===== src/rtl/logic_func_sweeper.sv =====
// logic_func_sweeper: registered truth-table engine for an N_IN-input Boolean
// function. The loaded minterm mask is evaluated every cycle against in_vec.
// It can also be swept through all 2^N_IN minterms, streaming the truth table
// and counting the 1-minterms.
// Optional feature macro: LFS_POS_COUNT_EN adds the pos_terms (0-maxterm count) port.
module logic_func_sweeper #(
    parameter int N_IN = 3
) (
    input  logic                 clk,
    input  logic                 rst_n,
    input  logic                 load_valid,
    output logic                 load_ready,
    input  logic [2**N_IN-1:0]   load_data,
    input  logic [N_IN-1:0]      in_vec,
    output logic                 y,
    input  logic                 start,
    output logic                 busy,
    output logic                 sweep_valid,
    output logic [N_IN-1:0]      sweep_idx,
    output logic                 sweep_y,
    output logic                 done,
    output logic [N_IN:0]        sop_terms
`ifdef LFS_POS_COUNT_EN
    ,
    output logic [N_IN:0]        pos_terms
`endif
);

    localparam int              SIZE     = 2**N_IN;
    localparam logic [N_IN-1:0] LAST_IDX = N_IN'(SIZE - 1);
`ifdef LFS_POS_COUNT_EN
    localparam logic [N_IN:0]   FULL_CNT = (N_IN+1)'(SIZE);
`endif

    typedef enum logic [1:0] {
        IDLE,
        SWEEP,
        DONE
    } state_t;

    state_t             state;
    logic [SIZE-1:0]    tbl;
    logic [N_IN-1:0]    idx;
    logic [N_IN:0]      acc;
    logic               load_fire;

    // Loads are only taken while idle, so the table is stable for a whole sweep.
    assign load_ready = (state == IDLE);
    assign load_fire  = load_valid && load_ready;

    // Truth-table storage; replaced only on an accepted load.
    // NOTE: sequential state uses non-blocking (<=) so every flop samples pre-edge values.
    always_ff @(posedge clk or negedge rst_n) begin
        if (!rst_n) begin
            tbl <= '0;
        end else if (load_fire) begin
            tbl <= load_data;
        end
    end

    // Live evaluation; reads the table as it was before any same-edge load.
    always_ff @(posedge clk or negedge rst_n) begin
        if (!rst_n) begin
            y <= 1'b0;
        end else begin
            y <= tbl[in_vec];
        end
    end

    // Sweep controller: steps through every minterm, then publishes the counts.
    always_ff @(posedge clk or negedge rst_n) begin
        if (!rst_n) begin
            state       <= IDLE;
            idx         <= '0;
            acc         <= '0;
            busy        <= 1'b0;
            sweep_valid <= 1'b0;
            sweep_idx   <= '0;
            sweep_y     <= 1'b0;
            done        <= 1'b0;
            sop_terms   <= '0;
`ifdef LFS_POS_COUNT_EN
            pos_terms   <= '0;
`endif
        end else begin
            done <= 1'b0;
            unique case (state)
                IDLE: begin
                    // A load in the same cycle wins; that start is dropped.
                    if (start && !load_fire) begin
                        state <= SWEEP;
                        busy  <= 1'b1;
                        idx   <= '0;
                        acc   <= '0;
                    end
                end
                SWEEP: begin
                    sweep_valid <= 1'b1;
                    sweep_idx   <= idx;
                    sweep_y     <= tbl[idx];
                    acc         <= acc + {{N_IN{1'b0}}, tbl[idx]};
                    // Terminal index is compared explicitly rather than relying on wrap.
                    if (idx == LAST_IDX) begin
                        state <= DONE;
                    end else begin
                        idx <= idx + 1'b1;
                    end
                end
                DONE: begin
                    sweep_valid <= 1'b0;
                    done        <= 1'b1;
                    sop_terms   <= acc;
`ifdef LFS_POS_COUNT_EN
                    pos_terms   <= FULL_CNT - acc;
`endif
                    busy        <= 1'b0;
                    state       <= IDLE;
                end
                default: begin
                    state <= IDLE;
                end
            endcase
        end
    end

endmodule

===== config.mk =====
export PLATFORM = sky130hd
export DESIGN_NAME = logic_func_sweeper
export DESIGN_NICKNAME = d
export VERILOG_FILES = /design/src/rtl/logic_func_sweeper.sv
export SDC_FILE = /design/constraint.sdc
export NUM_CORES = 1
export LEC_CHECK = 0
export BUFFER_PORTS_ARGS = -buffer_cell sky130_fd_sc_hd__buf_2
export CAP_MARGIN = 20
export CORE_MARGIN = 2
export CORE_UTILIZATION = 45
export DETAILED_ROUTE_END_ITERATION = 16
export GPL_TIMING_DRIVEN = 0
export PLACE_DENSITY = 0.78
export SLEW_MARGIN = 20
export SYNTH_ARGS = -nofsm -noshare
export SYNTH_HDL_FRONTEND = slang
export SYNTH_SLANG_ARGS = --single-unit

===== constraint.sdc =====
create_clock -name clk -period 1.9 [get_ports clk]
set_clock_uncertainty 0.2 [all_clocks]
set_input_delay 0.285 -clock clk [delete_from_list [all_inputs] [get_ports clk]]
set_output_delay 0.285 -clock clk [all_outputs]
set_load 0.01 [all_outputs]

Yosys cells after proc, flatten, opt, wreduce, memory -nomap -nowiden
Index checks and enable logic that the tools add are counted.

$add $sub $neg: 2. Magnitude comparators: 2. Equality and inequality tests: 6. Multiplexer cells: 16. Reduce and logical (&&, ||, !) cells: 11.

Operators by type and width (number): $lt 3x4->1 const B (2); $pmux 4 s2 (1); $bmux 1 s3 (2); $mux 3 (2); $pmux 3 s2 (1); $reduce_and 2->1 (3); $reduce_bool 2->1 (3); $add 4x1->4 (1); $mux 1 (4); $mux 2 (2); $mux 4 (1); $ne 2x2->1 const B (2); $pmux 1 s2 (2); $pmux 2 s2 (1); $add 3x1->3 const B (1); $eq 3x3->1 const B (1); $reduce_and 3->1 (1); $eq 2x1->1 const B (1); $eq 2x2->1 const B (1); $logic_and 1x1->1 (2); $logic_not 2->1 (1); $ne 2x1->1 const B (1); $logic_not 1->1 (1).

Register bits after elaboration: 29. Input port bits: 15. Output and inout bits: 13. Word-level logic and storage cells: 48.

Longest topological paths before layout
Gate-level depths: netlist (run 1).

Word-level depth: 6. Gate-level depth with buffers: 9. Mapped depth without buffers: 8.

Least setup slack after synthesis (run 1)
No wires, ideal clock.

Path kind: reg-to-reg. From: register idx[0]. To: register acc[2]. Setup time: 0.121 ns. Arrival time: 1.747 ns. Data required time: 1.579 ns. Slack: -0.168 ns. Stages on the path, launching flop included: 10. Buffers on the path: 1. Clock period less this slack: 2.068 ns. Path through: dfrtp_1 -> buf_6 -> mux2i_1 -> mux4_2 -> inv_2 -> ha_1 -> ha_1 -> nand2b_1 -> o21ai_0 -> a22o_1.

Cells in the longest elaborated chain, start to end: 4.

RTL lines: start, declared (RTL line 43) `logic [N_IN-1:0] idx;`; start signal, assigned (RTL line 106) `idx <= idx + 1'b1;`; $bmux 1 s3 (RTL line 101) `acc <= acc + {{N_IN{1'b0}}, tbl[idx]};`; $mux 1 (implied by the code) (RTL line 101); $add 4x1->4 (RTL line 101); $pmux 4 s2 (RTL line 87) `unique case (state)`; end signal, assigned (RTL line 101); end, declared (RTL line 44) `logic [N_IN:0] acc;`.

No other way between the ends. The select of a mux whose other input is x is not followed. A chain may end at the register's enable or synchronous reset.

Worst setup path after layout (run 1)
Ends and elaborated chain as after synthesis.

==> summary.md, run 1 <==
| Metric | Value |
|---|---|
| Drt via density | `between 5 and 6` |
| Fin cells | `about 180` |
| Chip Width | `just under 60 um` |
| Mux cell area share after synthesis | `between 20% and 30%` |
| Max cap viols | `0` |
| Worst-margin pin slew | `around 0.62 ns` |
| XOR/XNOR Fraction of Synth Area | `0%` |
| CTS Sinks | `29` |
| Commonest non-fill, non-tap cell in the layout | `dfrtp_1` |
| Mapped Nets | `~120` |
| Simple-gate share of the synthesized area | `between 4 and 5%` |
| Layout area overhead | `30.5%` |
| Fillers | `between 200 and 250` |
| Clk buf depth | `2` |
| Post-synthesis adder-cell area fraction | `6.42%` |
| Total CTS buffers | `5` |
| Largest net degree at the start of global routing | `30` |
| RePlAce Congestion | `between 0.7 and 0.8` |
| Critical Path AT | `2.14 ns` |
| Compound-Gate Fraction of Synth Area | `around 10%` |
| Core area | `roughly 0.0028 mm2` |
| Final count of negative-setup-slack endpoints | `4` |
| Hpwl dp | `1790 um` |
| Placed insts | `roughly 160` |
| Number of diodes | `0` |
| Synth area leader | `dfrtp_1` |
| Pint | `about 1.6 mW` |
| Flop pwr share | `about two fifths` |
| Final wirelength | `approximately 2500 um` |
| Fmax achieved | `~470 MHz` |
| Post-Syn Area | `around 0.0014 mm2` |
| Outcome | `finished, violations left` |
| Root buffer cell | `clkbuf_4` |
| Layout Utilization | `between 60% and 70%` |
| Tcrit/Tclk final | `111%` |
| Drt wl/cell | `between 10 and 15 um` |
| Worst Hold Class | `in -> reg` |
| Static Leak | `0.872 nW` |
| Syn avg cell area | `between 10 and 15 um2` |
| Vias in the first global route | `1000` |
| Chip height | `59.1 um` |
| Synthesized instance count | `100` |
| Commonest cells after routing, fill and taps aside | `29 x dfrtp_1, 27 x buf_2, 17 x mux2_2` |
| Net switching power | `just under 0.8 mW` |
| Reg clk slew, reported paths | `0.09 ns` |
| GRT Total Usage | `16.5%` |
| Switching Share | `33.8%` |
| Site Rows | `19` |
| # DRC | `0` |
| Clk_lat worst skew | `0.32 ns` |
| Required @ worst endpoint | `around 1.9 ns` |
| Failing checks | `negative setup slack` |
| Global-route wire length before repair | `~4300 um` |
| Flop and latch count out of synthesis | `29` |
| Drt first pass iters | `4` |
| Post-place setup slack | `-0.234 ns` |
| Pwr Density | `1320 mW/mm2` |
| Initial antenna violation count | `0` |
| Type of origin of the critical path | `register` |
| Gr ovfl total | `0` |
| RSZ-0062 raised after global routing | `yes` |
| Cell variety after synth | `24` |
| Combinational family with the most area after synthesis | `multiplexers` |
| Peak supply drop | `around 700 uV` |
| Yosys top cell area share | `~53%` |
| I/O pin count | `28` |
| Final Slew Violations | `0` |
| Seq/Total Area, Yosys | `between 50 and 60%` |
| Top cells by area, synth | `dfrtp_1 53%, mux2_2 14%, ha_1 6.4%` |
| CTS tree | `yes` |
| Count of final hold-check violations | `0` |
| Worst Slack Setup Final | `-0.216 ns` |
| Period minus WS final | `about 2.1 ns` |
| Final #Nets | `169` |
| Setup_tns | `-0.636 ns` |
| Layout cell share with drive strength beyond 1 | `~46%` |
| IO buf count | `27` |
| Clock network fraction of design power | `18.1%` |
| Ys Warns | `0` |
| Min Hold Slack | `just under 0.2 ns` |
| Critical path class | `reg -> reg` |
| Vias | `966` |
| Initial Util | `between 40% and 50%` |
| Crit end category | `register` |
| H-tree lvl count | `2` |
| DRT iter0 DRCs | `46` |
| Crit Path Max Fanout | `5` |
| Part of the power in combinational logic | `between 40% and 50%` |
| Max-slew headroom | `roughly three fifths` |
| Remaining antenna violation count | `0` |
| DIE AREA | `roughly 0.0035 mm2` |
[final cells by class]
class | count | area [um2] | share of cell area, %
clock inverters | 1 | 5.00 | 0.281
multi-input cells | 63 | 651 | 36.5
repair buffers | 40 | 258 | 14.5
flip-flops and latches | 29 | 726 | 40.7
inverters | 5 | 18.8 | 1.05
clock buffers | 7 | 65.1 | 3.65
plain buffers | 3 | 20.0 | 1.12
well taps | 31 | 38.8 | 2.18
[registers in the layout (all words and copies together), names as in the netlist]
register,count
sweep_idx,3
sop_terms,4
y,1
done,1
tbl,8
idx,3
busy,1
sweep_y,1
sweep_valid,1
acc,4
state,2
[final timing paths]
kind	from	end	slack, ns	cells after the start
worst max-delay path	idx[0]	acc[2]	-0.22	9
worst min-delay path	in_vec[1]	y	0.20	3
min in group asynchronous	rst_n	busy	0.30	2
max in group asynchronous	rst_n	tbl[5]	0.78	2
worst max register to register	idx[0]	acc[2]	-0.22	9
worst min register to register	sweep_y	sweep_y	0.30	1
[stage by stage]
stage	power, mW	instance area, um2
after floorplan	1.59	1390
after global placement	1.79	1560
after detailed placement	1.85	1560
after CTS	2.35	1770
after global routing	2.52	1780
final	2.35	1780
[synthesized netlist by cell type]
cell      instances
dfrtp_1          29
and2_1            1
o21ai_1           1
nor2b_1           1
buf_6             1
clkbuf_1          2
mux4_2            3
a22o_1            7
mux2i_1           5
a21o_1            1
inv_1             4
nor2_1            2
a32o_1            2
a21oi_1           3
nand2_1           3
o21ai_0           3
inv_2             1
mux2_1            1
nand3_1           1
mux2_2           17
nand2b_1          3
o21a_1            1
a211oi_1          1
ha_1              7
[repair_timing]
item                                    in CTS  in global routing
hold buffers                                10                  0
endpoints found under the setup margin      15                 17
resized for setup                            2                  5
setup buffers                                3                  0
endpoints found under the hold margin       38                  0
pin swaps                                    2                  0
[worst max-delay path, stage by stage, from the launching register on]
cell	delay, ns
dfrtp_1	0.41
buf_6	0.14
mux2i_1	0.11
mux4_2	0.48
inv_2	0.09
ha_4	0.14
ha_4	0.12
nand2b_4	0.11
o21ai_2	0.05
a22o_1	0.17
[metal layers]
metal	wire [um]	track usage, %	up-vias
li1	-	-	463
met1	1040	18.9	475
met2	1350	28.3	23
met3	114	6.11	5
met4	30	5.84	0
met5	0	0	-
[power groups by stage]
| stage | clock, mW | combinational, mW | sequential, mW |
|---|---|---|---|
| 3_5_place_dp | 0 | 0.874 | 0.971 |
| 5_1_grt | 0.473 | 1.05 | 0.993 |
| 2_1_floorplan | 0 | 0.637 | 0.955 |
| 3_3_place_gp | 0 | 0.835 | 0.955 |
| 6_report | 0.425 | 0.957 | 0.966 |
| 4_1_cts | 0.442 | 0.952 | 0.959 |
[cells by family after synthesis]
logic type,Yosys count
buffers and inverters,8
AOI/OAI and AO/OA,19
adders and majority gates,7
and+or+nand+nor,11
muxes,26
DFF,29
Note: power is estimated with default switching activity, not from simulation.
==> inputs of run 2 (changes only) <==
CAP_MARGIN = default   (was 20)
PLACE_DENSITY = default   (was 0.78)
PLACE_DENSITY_LB_ADDON = 0.15   (was default)
==> run 2 against run 1 <==
Compared with the run above:
- the run still ends with negative setup slack left
- utilization decreased by 0.40 points
- critical path type unchanged
- sequential power hardly changed
- sequential cell count is the same
- wire length is 4.9% higher
- maximum frequency is 0.52% lower
- die area stayed put
- setup slack worse by 0.011 ns
- total power grew 0.89%
- highest routed layer unchanged
- sequential share of layout area rose by 0.26 points
- global-route usage rose by 1.2 points
- design area shrank 0.63%
- largest power group is now combinational logic
- combinational power increased by 9%
==> summary.md, run 2 (synthesis gave the netlist of run 1 again) <==
| Metric | Value |
|---|---|
| CTS Sinks | `29 (unchanged)` |
| Post-route cell area | `0.00177 mm2 (was 0.00178 mm2)` |
| Count of final hold-check violations | `0 (unchanged)` |
| Layout area overhead | `29.7% (was 30.5%)` |
| Period minus WS final | `2.13 ns (was 2.12 ns)` |
| IO buf count | `27 (unchanged)` |
| Core area | `0.00283 mm2 (unchanged)` |
| Vias | `975 (was 966)` |
| Required @ worst endpoint | `1.91 ns (was 1.92 ns)` |
| Tcrit/Tclk final | `112% (was 111%)` |
| Final count of negative-setup-slack endpoints | `7 (was 4)` |
| Final #Nets | `169 (unchanged)` |
| Gr ovfl total | `0 (unchanged)` |
| Highest-delay cell along the critical path | `mux4_2 (unchanged)` |
| Max reg flops | `8 (unchanged)` |
| Chip Width | `59.1 um (unchanged)` |
| Commonest non-fill, non-tap cell in the layout | `dfrtp_1 (unchanged)` |
| Commonest cells after routing, fill and taps aside | `29 x dfrtp_1, 27 x buf_2, 17 x mux2_2 (unchanged)` |
| Drt first pass iters | `4 (unchanged)` |
| Vias in the first global route | `993 (was 1000)` |
| Outcome | `finished, violations left (unchanged)` |
| RSZ-0062 raised after global routing | `yes (unchanged)` |
| # DRC | `0 (unchanged)` |
| Worst-margin pin slew | `0.634 ns (was 0.623 ns)` |
| Chip height | `59.1 um (unchanged)` |
| Final Slew Violations | `0 (unchanged)` |
| Most frequent CP cell | `ha_4 (unchanged)` |
| Peak supply drop | `631 uV (was 710 uV)` |
| Pwr Density | `1340 mW/mm2 (was 1320 mW/mm2)` |
| Crit end category | `register (unchanged)` |
| RePlAce Congestion | `0.725 (was 0.736)` |
| DR WL met2 | `1310 um (was 1350 um)` |
| Clk buf depth | `2 (unchanged)` |
| CTS tree | `yes (unchanged)` |
| Worst-path cell chain | `buf_6 > mux2i_1 > mux4_2 > inv_2 > ha_4 > ha_4 > nand2b_4 > o21ai_2 > a22o_1 (unchanged)` |
| FF-to-FF path depth | `9 (unchanged)` |
| Worst Slack Setup Final | `-0.227 ns (was -0.216 ns)` |
| Max-slew headroom | `57.7% (was 58.5%)` |
| Max layer used | `met4 (unchanged)` |
| Hpwl dp | `1790 um (about the same)` |
| Buf/Inv on CP | `2 (unchanged)` |
| Initial antenna violation count | `0 (unchanged)` |
| Biggest regs | `tbl (8), acc (4), sop_terms (4) (unchanged)` |
| Site Rows | `19 (unchanged)` |
| Met1 Wirelength | `1150 um (was 1040 um)` |
| CP Depth | `9 (unchanged)` |
| Remaining antenna violation count | `0 (unchanged)` |
| Worst Hold Class | `in -> reg (unchanged)` |
| Drt via density | `5.48 (was 5.40)` |
| Largest net degree at the start of global routing | `30 (unchanged)` |
| Register bank with the most flops | `tbl (unchanged)` |
| Type of origin of the critical path | `register (unchanged)` |
| Fillers | `224 (was 232)` |
| WL met3 | `122 um (was 114 um)` |
| GRT Total Usage | `17.7% (was 16.5%)` |
| Max cap viols | `0 (unchanged)` |
| Top delay family on crit path | `multiplexers (unchanged)` |
| Root buffer cell | `clkbuf_4 (unchanged)` |
| H-tree lvl count | `2 (unchanged)` |
| DRT iter0 DRCs | `19 (was 46)` |
| Placed Area | `0.00156 mm2 (unchanged)` |
| Fmax achieved | `470 MHz (was 473 MHz)` |
| Initial Util | `48.3% (unchanged)` |
| Reg clk slew, reported paths | `0.09 ns (about the same)` |
| Total CTS buffers | `5 (unchanged)` |
| DIE AREA | `0.00349 mm2 (unchanged)` |
| I/O pin count | `28 (unchanged)` |
| Global-route wire length before repair | `4420 um (was 4280 um)` |
| Failing checks | `negative setup slack (unchanged)` |
| Clk_lat worst skew | `0.31 ns (was 0.32 ns)` |
| Fin cells | `178 (was 179)` |
| Number of diodes | `0 (unchanged)` |
| Layout cell share with drive strength beyond 1 | `48.3% (was 45.9%)` |
| Drt wl/cell | `14.9 um (was 14.1 um)` |
| Hold Crit Depth | `2 (was 3)` |
| Crit Path Max Fanout | `5 (unchanged)` |
| Critical path class | `reg -> reg (unchanged)` |
| Final wirelength | `2650 um (was 2530 um)` |
| Worst path max stage delay | `0.47 ns (was 0.48 ns)` |
| Critical Path AT | `2.14 ns (about the same)` |
| Placed insts | `158 (unchanged)` |
| Static Leak | `0.872 nW (about the same)` |
==> run 2: layer usage <==
layer	global-route usage (%)	up-vias
li1	-	462
met1	21.2	478
met2	28.4	26
met3	4.80	9
met4	10.7	0
met5	0	-
==> run 2: layout make-up <==
cell class / count / area, um2 / area share, %
flip-flops and latches: 29 / 726 / 41.0
multi-input cells: 63 / 658 / 37.2
repair buffers: 40 / 253 / 14.3
clock buffers: 7 / 55.1 / 3.11
well taps: 31 / 38.8 / 2.19
plain buffers: 3 / 21.3 / 1.20
inverters: 5 / 18.8 / 1.06
==> run 2: timing repair <==
action / 4_1_cts / 5_1_grt
buffers inserted: 3 / 2
endpoints found under the hold margin: 35 / 1
pin swaps: 2 / 0
hold buffers: 7 / 1
resized for setup: 2 / 9
setup endpoints to repair: 15 / 18
==> run 2: final timing paths <==
check | to | slack (ns) | from
max in group asynchronous | acc[3] | 0.76 | rst_n
min | tbl[1] | 0.008 | load_data[1]
max reg2reg | acc[2] | -0.23 | idx[0]
min reg2reg | sop_terms[2] | 0.31 | sop_terms[2]
max | acc[2] | -0.23 | idx[0]
min in group asynchronous | tbl[1] | 0.32 | rst_n
==> run 2: where the power goes <==
group | switching [mW] | leakage (nW) | internal (mW)
sequential | 0.159 | 0.365 | 0.807
combinational | 0.454 | 0.476 | 0.584
clock | 0.191 | 0.0314 | 0.174
total | 0.804 | 0.872 | 1.57
==> run 2: stage by stage <==
step | util (%) | TNS, ns | hold slack, ns | total power, mW | worst slack (ns)
finish | 62.6 | -0.808 | 0.00844 | 2.37 | -0.227
CTS | 60.9 | -1.41 | 0.00141 | 2.28 | -0.206
detailed placement | 55.3 | -1.03 | 0.148 | 1.84 | -0.211
floorplan | - | -0.359 | -0.211 | 1.59 | -0.124
global placement | 55.3 | -0.677 | 0.143 | 1.80 | -0.212
global route | 62.6 | -1.27 | 0.00182 | 2.56 | -0.289
